### config.mk
export PLATFORM = sky130hd
export DESIGN_NAME = meter_time_purchase
export DESIGN_NICKNAME = d
export VERILOG_FILES = /design/src/rtl/meter_pkg.sv /design/src/rtl/meter_time_purchase_seq_divider.sv /design/src/rtl/meter_time_purchase.sv
export SDC_FILE = /design/constraint.sdc
export NUM_CORES = 1
export LEC_CHECK = 0
export CAP_MARGIN = 20
export CORE_UTILIZATION = 23
export DETAILED_ROUTE_END_ITERATION = 12
export GPL_ROUTABILITY_DRIVEN = 0
export PLACE_DENSITY_LB_ADDON = 0.15
export SYNTH_ARGS = -nofsm -noshare
export SYNTH_HDL_FRONTEND = slang
export SYNTH_SLANG_ARGS = --single-unit
### constraint.sdc
create_clock -name clk -period 4.8 [get_ports clk]
set_clock_uncertainty 0.15 [all_clocks]
set_input_delay 1.44 -clock clk [delete_from_list [all_inputs] [get_ports clk]]
set_output_delay 1.44 -clock clk [all_outputs]
set_load 0.05 [all_outputs]
### src/rtl/meter_pkg.sv
// Shared parking-meter definitions: hour band boundaries, rate constants,
// FSM state encoding and the rate lookup used by both conversion directions
// (cost -> time and time -> cost), so the two never disagree on band edges.
package meter_pkg;

  // Hour band boundaries (hour field is 5 bits; 24..31 are invalid).
  localparam logic [4:0] HOUR_8  = 5'd8;
  localparam logic [4:0] HOUR_13 = 5'd13;
  localparam logic [4:0] HOUR_18 = 5'd18;
  localparam logic [4:0] HOUR_24 = 5'd24;

  // The one location with its own tariff.
  localparam logic [2:0] LOC_PREMIUM = 3'd6;

  // Rates in cents/min x 100.
  localparam logic [7:0] RATE_STD_LO   = 8'd100;
  localparam logic [7:0] RATE_STD_HI   = 8'd200;
  localparam logic [7:0] RATE_L6_NIGHT = 8'd134;
  localparam logic [7:0] RATE_L6_AM    = 8'd156;
  localparam logic [7:0] RATE_L6_PM    = 8'd178;

  typedef enum logic [1:0] {
    ST_IDLE = 2'd0,
    ST_DIV  = 2'd1,
    ST_ADD  = 2'd2
  } purchase_state_t;

  function automatic logic hour_valid(input logic [4:0] hour);
    return hour < HOUR_24;
  endfunction

  // Hours 24..31 land in the last band here; callers gate with hour_valid.
  function automatic logic [7:0] rate_lookup(input logic [2:0] loc,
                                             input logic [4:0] hour);
    logic [7:0] r;
    if (loc == LOC_PREMIUM) begin
      if (hour < HOUR_8)       r = RATE_L6_NIGHT;
      else if (hour < HOUR_13) r = RATE_L6_AM;
      else if (hour < HOUR_18) r = RATE_L6_PM;
      else                     r = RATE_L6_AM;
    end else begin
      if (hour < HOUR_8)       r = RATE_STD_LO;
      else if (hour < HOUR_18) r = RATE_STD_HI;
      else                     r = RATE_STD_LO;
    end
    return r;
  endfunction

endpackage

### src/rtl/meter_time_purchase_seq_divider.sv
// seq_divider: restoring radix-2 divider, one quotient bit per clock.
//   clk, rst_n   clock / async active-low reset
//   start        load dividend/divisor and begin (ignored while abort is high)
//   abort        drop any division in progress
//   dividend     DIV_W-bit dividend
//   divisor      8-bit divisor (non-zero)
//   quotient     floor(dividend / divisor), valid the cycle after done
//   done         high during the final iteration cycle
// A division takes exactly DIV_W cycles after the start edge.
module seq_divider #(
  parameter int DIV_W = 21
) (
  input  logic             clk,
  input  logic             rst_n,
  input  logic             start,
  input  logic             abort,
  input  logic [DIV_W-1:0] dividend,
  input  logic [7:0]       divisor,
  output logic [DIV_W-1:0] quotient,
  output logic             done
);

  localparam int CNT_W = $clog2(DIV_W + 1);

  logic [DIV_W-1:0] quo;
  logic [7:0]       rem;
  logic [7:0]       dvsr;
  logic [CNT_W-1:0] cnt;

  logic [8:0] rem_shift;
  logic       take;
  logic [7:0] rem_next;

  // Remainder stays below the divisor, so the shifted value fits 9 bits and
  // the restored/subtracted remainder always fits back into 8.
  always_comb begin
    rem_shift = {rem, quo[DIV_W-1]};
    take      = rem_shift >= {1'b0, dvsr};
    rem_next  = take ? 8'(rem_shift - {1'b0, dvsr}) : rem_shift[7:0];
  end

  // cnt is a down-counter of remaining iterations; 0 means idle.
  assign done     = (cnt == CNT_W'(1));
  assign quotient = quo;

  always_ff @(posedge clk or negedge rst_n) begin
    if (!rst_n) begin
      quo  <= '0;
      rem  <= '0;
      dvsr <= '0;
      cnt  <= '0;
    end else if (abort) begin
      cnt <= '0;
    end else if (start) begin
      quo  <= dividend;
      rem  <= '0;
      dvsr <= divisor;
      cnt  <= CNT_W'(DIV_W);
    end else if (cnt != '0) begin
      quo <= {quo[DIV_W-2:0], take};
      rem <= rem_next;
      cnt <= cnt - CNT_W'(1);
    end
  end

endmodule

### src/rtl/meter_time_purchase.sv
// meter_time_purchase: converts deposited coins into parking seconds at the
// current location/hour rate and keeps a saturating 1 Hz countdown.
//   clk, rst_n    clock / async active-low reset
//   sw            [7:5] location, [4:0] hour (0..23 valid)
//   coin_valid    coin present this cycle
//   coin_cents    coin value in cents
//   coin_ready    coin can be accepted
//   coin_reject   one-cycle pulse: coin dropped, hour invalid
//   tick_1hz      one-cycle pulse per second
//   clear         synchronous clear of purchased time (aborts conversion)
//   sec_left      purchased seconds remaining
//   expired       registered, high when sec_left == 0
//   busy          conversion in progress
//
// state | meaning
// IDLE  | waiting for a coin; countdown runs
// DIV   | divider producing seconds = cents*SCALE/rate
// ADD   | quotient added (saturating) to sec_left, tick folded in
module meter_time_purchase
  import meter_pkg::*;
#(
  parameter int SEC_W  = 12,
  parameter int COIN_W = 8,
  parameter int SCALE  = 6000,
  parameter int DIV_W  = 21
) (
  input  logic              clk,
  input  logic              rst_n,
  input  logic [7:0]        sw,
  input  logic              coin_valid,
  input  logic [COIN_W-1:0] coin_cents,
  output logic              coin_ready,
  output logic              coin_reject,
  input  logic              tick_1hz,
  input  logic              clear,
  output logic [SEC_W-1:0]  sec_left,
  output logic              expired,
  output logic              busy
);

  // One bit beyond the quotient so the add can never wrap before clamping.
  localparam int SUM_W = DIV_W + 1;
  localparam logic [SEC_W-1:0] SEC_MAX = {SEC_W{1'b1}};

  purchase_state_t state;

  logic [2:0]       loc;
  logic [4:0]       hour;
  logic             hour_ok;
  logic             div_start;
  logic [DIV_W-1:0] dividend;
  logic [7:0]       rate;
  logic [DIV_W-1:0] quotient;
  logic             div_done;

  logic             dec;
  logic [SUM_W-1:0] sum;
  logic [SEC_W-1:0] sec_next;

  assign loc      = sw[7:5];
  assign hour     = sw[4:0];
  assign hour_ok  = hour_valid(hour);
  assign rate     = rate_lookup(loc, hour);
  assign dividend = DIV_W'(coin_cents) * DIV_W'(SCALE);

  // The divider captures dividend and rate at acceptance, so later sw
  // changes cannot disturb the conversion in flight.
  assign div_start = (state == ST_IDLE) && coin_valid && hour_ok && !clear;

  seq_divider #(.DIV_W(DIV_W)) u_div (
    .clk      (clk),
    .rst_n    (rst_n),
    .start    (div_start),
    .abort    (clear),
    .dividend (dividend),
    .divisor  (rate),
    .quotient (quotient),
    .done     (div_done)
  );

  always_comb begin
    sec_next = sec_left;
    sum      = '0;
    dec      = tick_1hz && (sec_left != '0);
    if (clear) begin
      sec_next = '0;
    end else if (state == ST_ADD) begin
      sum = SUM_W'(sec_left) - SUM_W'(dec) + SUM_W'(quotient);
      if (sum > SUM_W'(SEC_MAX)) sec_next = SEC_MAX;
      else                       sec_next = sum[SEC_W-1:0];
    end else if (dec) begin
      sec_next = sec_left - SEC_W'(1);
    end
  end

  always_ff @(posedge clk or negedge rst_n) begin
    if (!rst_n) begin
      state       <= ST_IDLE;
      sec_left    <= '0;
      expired     <= 1'b1;
      coin_ready  <= 1'b1;
      coin_reject <= 1'b0;
      busy        <= 1'b0;
    end else begin
      sec_left    <= sec_next;
      expired     <= (sec_next == '0);
      coin_reject <= 1'b0;
      if (clear) begin
        state      <= ST_IDLE;
        coin_ready <= 1'b1;
        busy       <= 1'b0;
      end else begin
        case (state)
          ST_IDLE: begin
            if (coin_valid) begin
              if (hour_ok) begin
                state      <= ST_DIV;
                coin_ready <= 1'b0;
                busy       <= 1'b1;
              end else begin
                coin_reject <= 1'b1;
              end
            end
          end
          ST_DIV: begin
            if (div_done) state <= ST_ADD;
          end
          ST_ADD: begin
            state      <= ST_IDLE;
            coin_ready <= 1'b1;
            busy       <= 1'b0;
          end
          default: begin
            state      <= ST_IDLE;
            coin_ready <= 1'b1;
            busy       <= 1'b0;
          end
        endcase
      end
    end
  end

endmodule

==> out/summary.txt <==
==================================================================================
Number of fill cells in the layout                                            2752
Final worst-path cycle share                                                  1.09
Most used standard cell by instance count after synthesis             sky130_fd_sc_hd__inv_1
Area taken by multi-input logic gates                                    4800 um^2
Net count of the mapped netlist                                                862
Summed negative setup slack over all endpoints                            -2.69 ns
Result of the run                                                     complete, but fails checks
Antenna violations before repair                                                 0
Peak Freq                                                                0.191 GHz
Minimum setup slack after placement                                       -1.46 ns
Reg2reg path depth                                                              17
Origin of the worst min-delay path                                    coin_ready$_DFFE_PN1P_
R2r startpoint                                                        sec_left[10]$_DFF_PN0_
Final Hold Vio Count                                                             0
Die Height                                                                  166 um
Synth Warn #                                                                     0
Final setup slack of the worst path                                      -0.435 ns
Synthesis-to-layout area growth                                              46.0%
Final #Nets                                                                   1056
Required time of the critical path                                         4.90 ns
Maximum number of pins on one net before global-route repair                    41
DIE WIDTH                                                                   166 um
Category of the worst setup path capture point                                flop
Reg2Reg Setup Slack                                                       -0.01 ns
Worst setup path class                                                primary input to flop
Total placed cells including tap cells                                        1238
Count of final setup violators                                                  13
IR Drop Worst-Case VDD                                                    0.226 mV
Boundary Pins                                                                   37
Placed cell areas                                                        8060 um^2
Commonest register cell after synthesis                               sky130_fd_sc_hd__dfrtp_1
Initial Utilization                                                          0.236
Count of unique library cells instantiated by Yosys                             70
Count of mapped cells out of synthesis                                         738
Share of final-layout standard cells stronger than drive strength 1          0.309
Final worst hold slack                                                    0.307 ns
Type of the tightest min-delay check                                  flop to flop
Core area                                                               26100 um^2
Area of the mapped netlist                                               6160 um^2
Via count normalized by instance count                                        4.55
Library cell occupying the most area in the post-synthesis netlist    sky130_fd_sc_hd__dfrtp_1
Register area                                                            1480 um^2
Total leakage power                                                        4.24 nW
Maximum clock insertion buffer count                                             2
Remaining number of nets flagged by the antenna check after routing              0
Final design instance area without fill                                  8990 um^2
Via count of the first global-routing pass                                    5984
DRC viols                                                                        7
Max capacitance violation total                                                  0
Beginning of the critical path                                            tick_1hz
1st-iter DRT viols                                                             197
Routed length per instance                                                 14.0 um
Crit path max fanout                                                             6
Remaining max-slew budget at the tightest pin                                0.348
Setup repair after global routing missed its margin                            yes
EDFF count, synth                                                                0
Slowest Stage Delay on Critical Path                                       0.55 ns
Crit path launch type                                                 primary input
DRT Wirelength                                                             17.9 mm
Register clock-pin slew on the reported worst setup and hold paths         0.06 ns
Fraction of synthesized cell area taken by the top area cell type            0.232
CTS tree                                                                      done
Synth async-reset ratio                                                       1.00
Overall via count from detail_route                                           5788
Clock root buffer                                                     sky130_fd_sc_hd__clkbuf_16
Htree depth                                                                      3
Detailed Routing Iterations Pass 1                                              10
Worst Hold Path EP                                                    coin_ready$_DFFE_PN1P_
Syn avg cell area                                                        8.34 um^2
GR Overflow Total                                                                0
Worst-margin pin slew                                                     0.979 ns
Total clock sinks                                                               59
GR Util All Layers                                                           0.135
Hold-fix buffers at CTS                                                          0
Min-Delay Path Depth                                                             2
PD cells                                                               774 nW/um^2
Biggest area contributors in the synthesized netlist                  sky130_fd_sc_hd__dfrtp_1, sky130_fd_sc_hd__ha_1, sky130_fd_sc_hd__fa_1, sky130_fd_sc_hd__a21oi_1, sky130_fd_sc_hd__inv_1
Filler-free cell count of the finished design                                 1272
Number of buffers added by the clock tree synthesis step                         9
Sequential element share of the synthesized area                             0.240
Overall die area                                                        27400 um^2
Final slew viol count                                                            0
Placed wire-length estimate                                                14.5 mm
Max stage delay cell, worst path                                      sky130_fd_sc_hd__or4_4
End of the worst register-to-register path                            expired$_DFF_PN1_
Most frequent cell on the critical path                               sky130_fd_sc_hd__ha_4
Final critical path time including I/O delays and setup                    5.23 ns
Std-Cell Rows                                                                   59
ANT cells                                                                        0
Flip-flop and latch count after synthesis                                       59
Violations in the final reports                                       DRC, setup timing
Data arrival time of the critical path                                     5.34 ns
Cells along the critical path                                         buf_8 > inv_8 > a41oi_4 > ha_4 > ha_4 > nand3_4 > or3_4 > xnor2_4 > ha_4 > nand2_2 > o211a_1 > a31oi_4 > a31oi_2 > or3b_1 > a311oi_2 > o2111ai_4 > o21a_1 > or4_4 > nor3_2
Latest clock arrival within the worst-skew pair                            0.33 ns
Global-route wire length before repair                                     30.1 mm
Most frequent cells after synthesis                                   sky130_fd_sc_hd__inv_1, sky130_fd_sc_hd__ha_1, sky130_fd_sc_hd__nand2_1, sky130_fd_sc_hd__a21oi_1, sky130_fd_sc_hd__dfrtp_1
Buffers added on ports                                                          36
==================================================================================
[worst max-delay path, delay by kind of cell]
family / cells / cell delay [ns]
buf+inv: 2 / 0.11
compound gates: 7 / 1.45
simple gates: 6 / 1.53
fa+ha+maj: 3 / 0.64
xor+xnor: 1 / 0.15
[worst max-delay path by stage]
stage | to | slack [ns] | cells past startpoint
after floorplan | expired$_DFF_PN1_ | -0.74 | 20
after global placement | expired$_DFF_PN1_ | -1.40 | 20
after CTS | expired$_DFF_PN1_ | -0.57 | 20
after global routing | expired$_DFF_PN1_ | -0.61 | 19
final | expired$_DFF_PN1_ | -0.43 | 19
after detailed placement | expired$_DFF_PN1_ | -1.46 | 20
[logic make-up (layout without fill, tap and decap cells)]
logic type,Yosys count,after routing,share of synthesized area
compound gates,203,203,0.209
xor+xnor,45,45,0.0640
fa+ha+maj,103,103,0.242
buf+inv,101,300,0.0652
flops,59,59,0.240
mux,2,2,0.00325
simple gates,225,225,0.176
[sequential cells by signal, indices dropped and copies added (netlist names)]
name and cells:
u_div.quotient 21, sec_left 12, u_div.rem 8, u_div.dvsr 7, u_div.cnt 5, state 2, busy 1, coin_ready 1
coin_reject 1, expired 1
[repair_timing]
action                                  4_1_cts  5_1_grt
gates cloned                                  0        0
pin swaps                                    65       64
buffers inserted                             16       11
resized for setup                           109       43
endpoints found under the setup margin       23       23
[where the power goes]
part | internal [mW] | switching (mW)
Sequential | 0.686 | 0.173
Combinational | 2.68 | 2.76
Clock | 0.431 | 0.235
[per-layer routing]
layer  vias up  global-route usage  share of wire  wire (um)
li1       2954                   -              -          -
met1      2734               0.173           0.47       8390
met2        82               0.239           0.49       8770
met3        18              0.0148          0.024        427
met4         0              0.0406          0.016        278
met5         -                   0              0          0
[stage by stage]
step / power (mW) / util
floorplan: 3.76 / -
global placement: 5.63 / 0.308
detailed placement: 5.61 / 0.308
CTS: 6.75 / 0.334
global route: 7.62 / 0.344
finish: 6.96 / 0.344
[cells in the final DEF (no fill, tap or decap), drive strengths merged, types with 8 or more instances in the layout]
cell           instances
fa                    27
a21o                  18
nor2                  55
nor3                  23
clkdlybuf4s50         26
xnor2                 27
a21oi                 65
nand2b                11
ha                    76
and3                   9
a31oi                  9
o21a                   8
nand3                 13
dfrtp                 57
clkbuf                13
nand2                 76
xor2                  18
inv                   78
buf                  178
o21ai                 55
[cell type report]
type,instances,area share
inverters,78,0.0337
repair buffers,206,0.187
clock inverters,3,0.00515
flip-flops and latches,59,0.165
well taps,335,0.0466
clock buffers,13,0.0289
multi-input cells,578,0.534
Note: power is estimated with default switching activity, not from simulation.
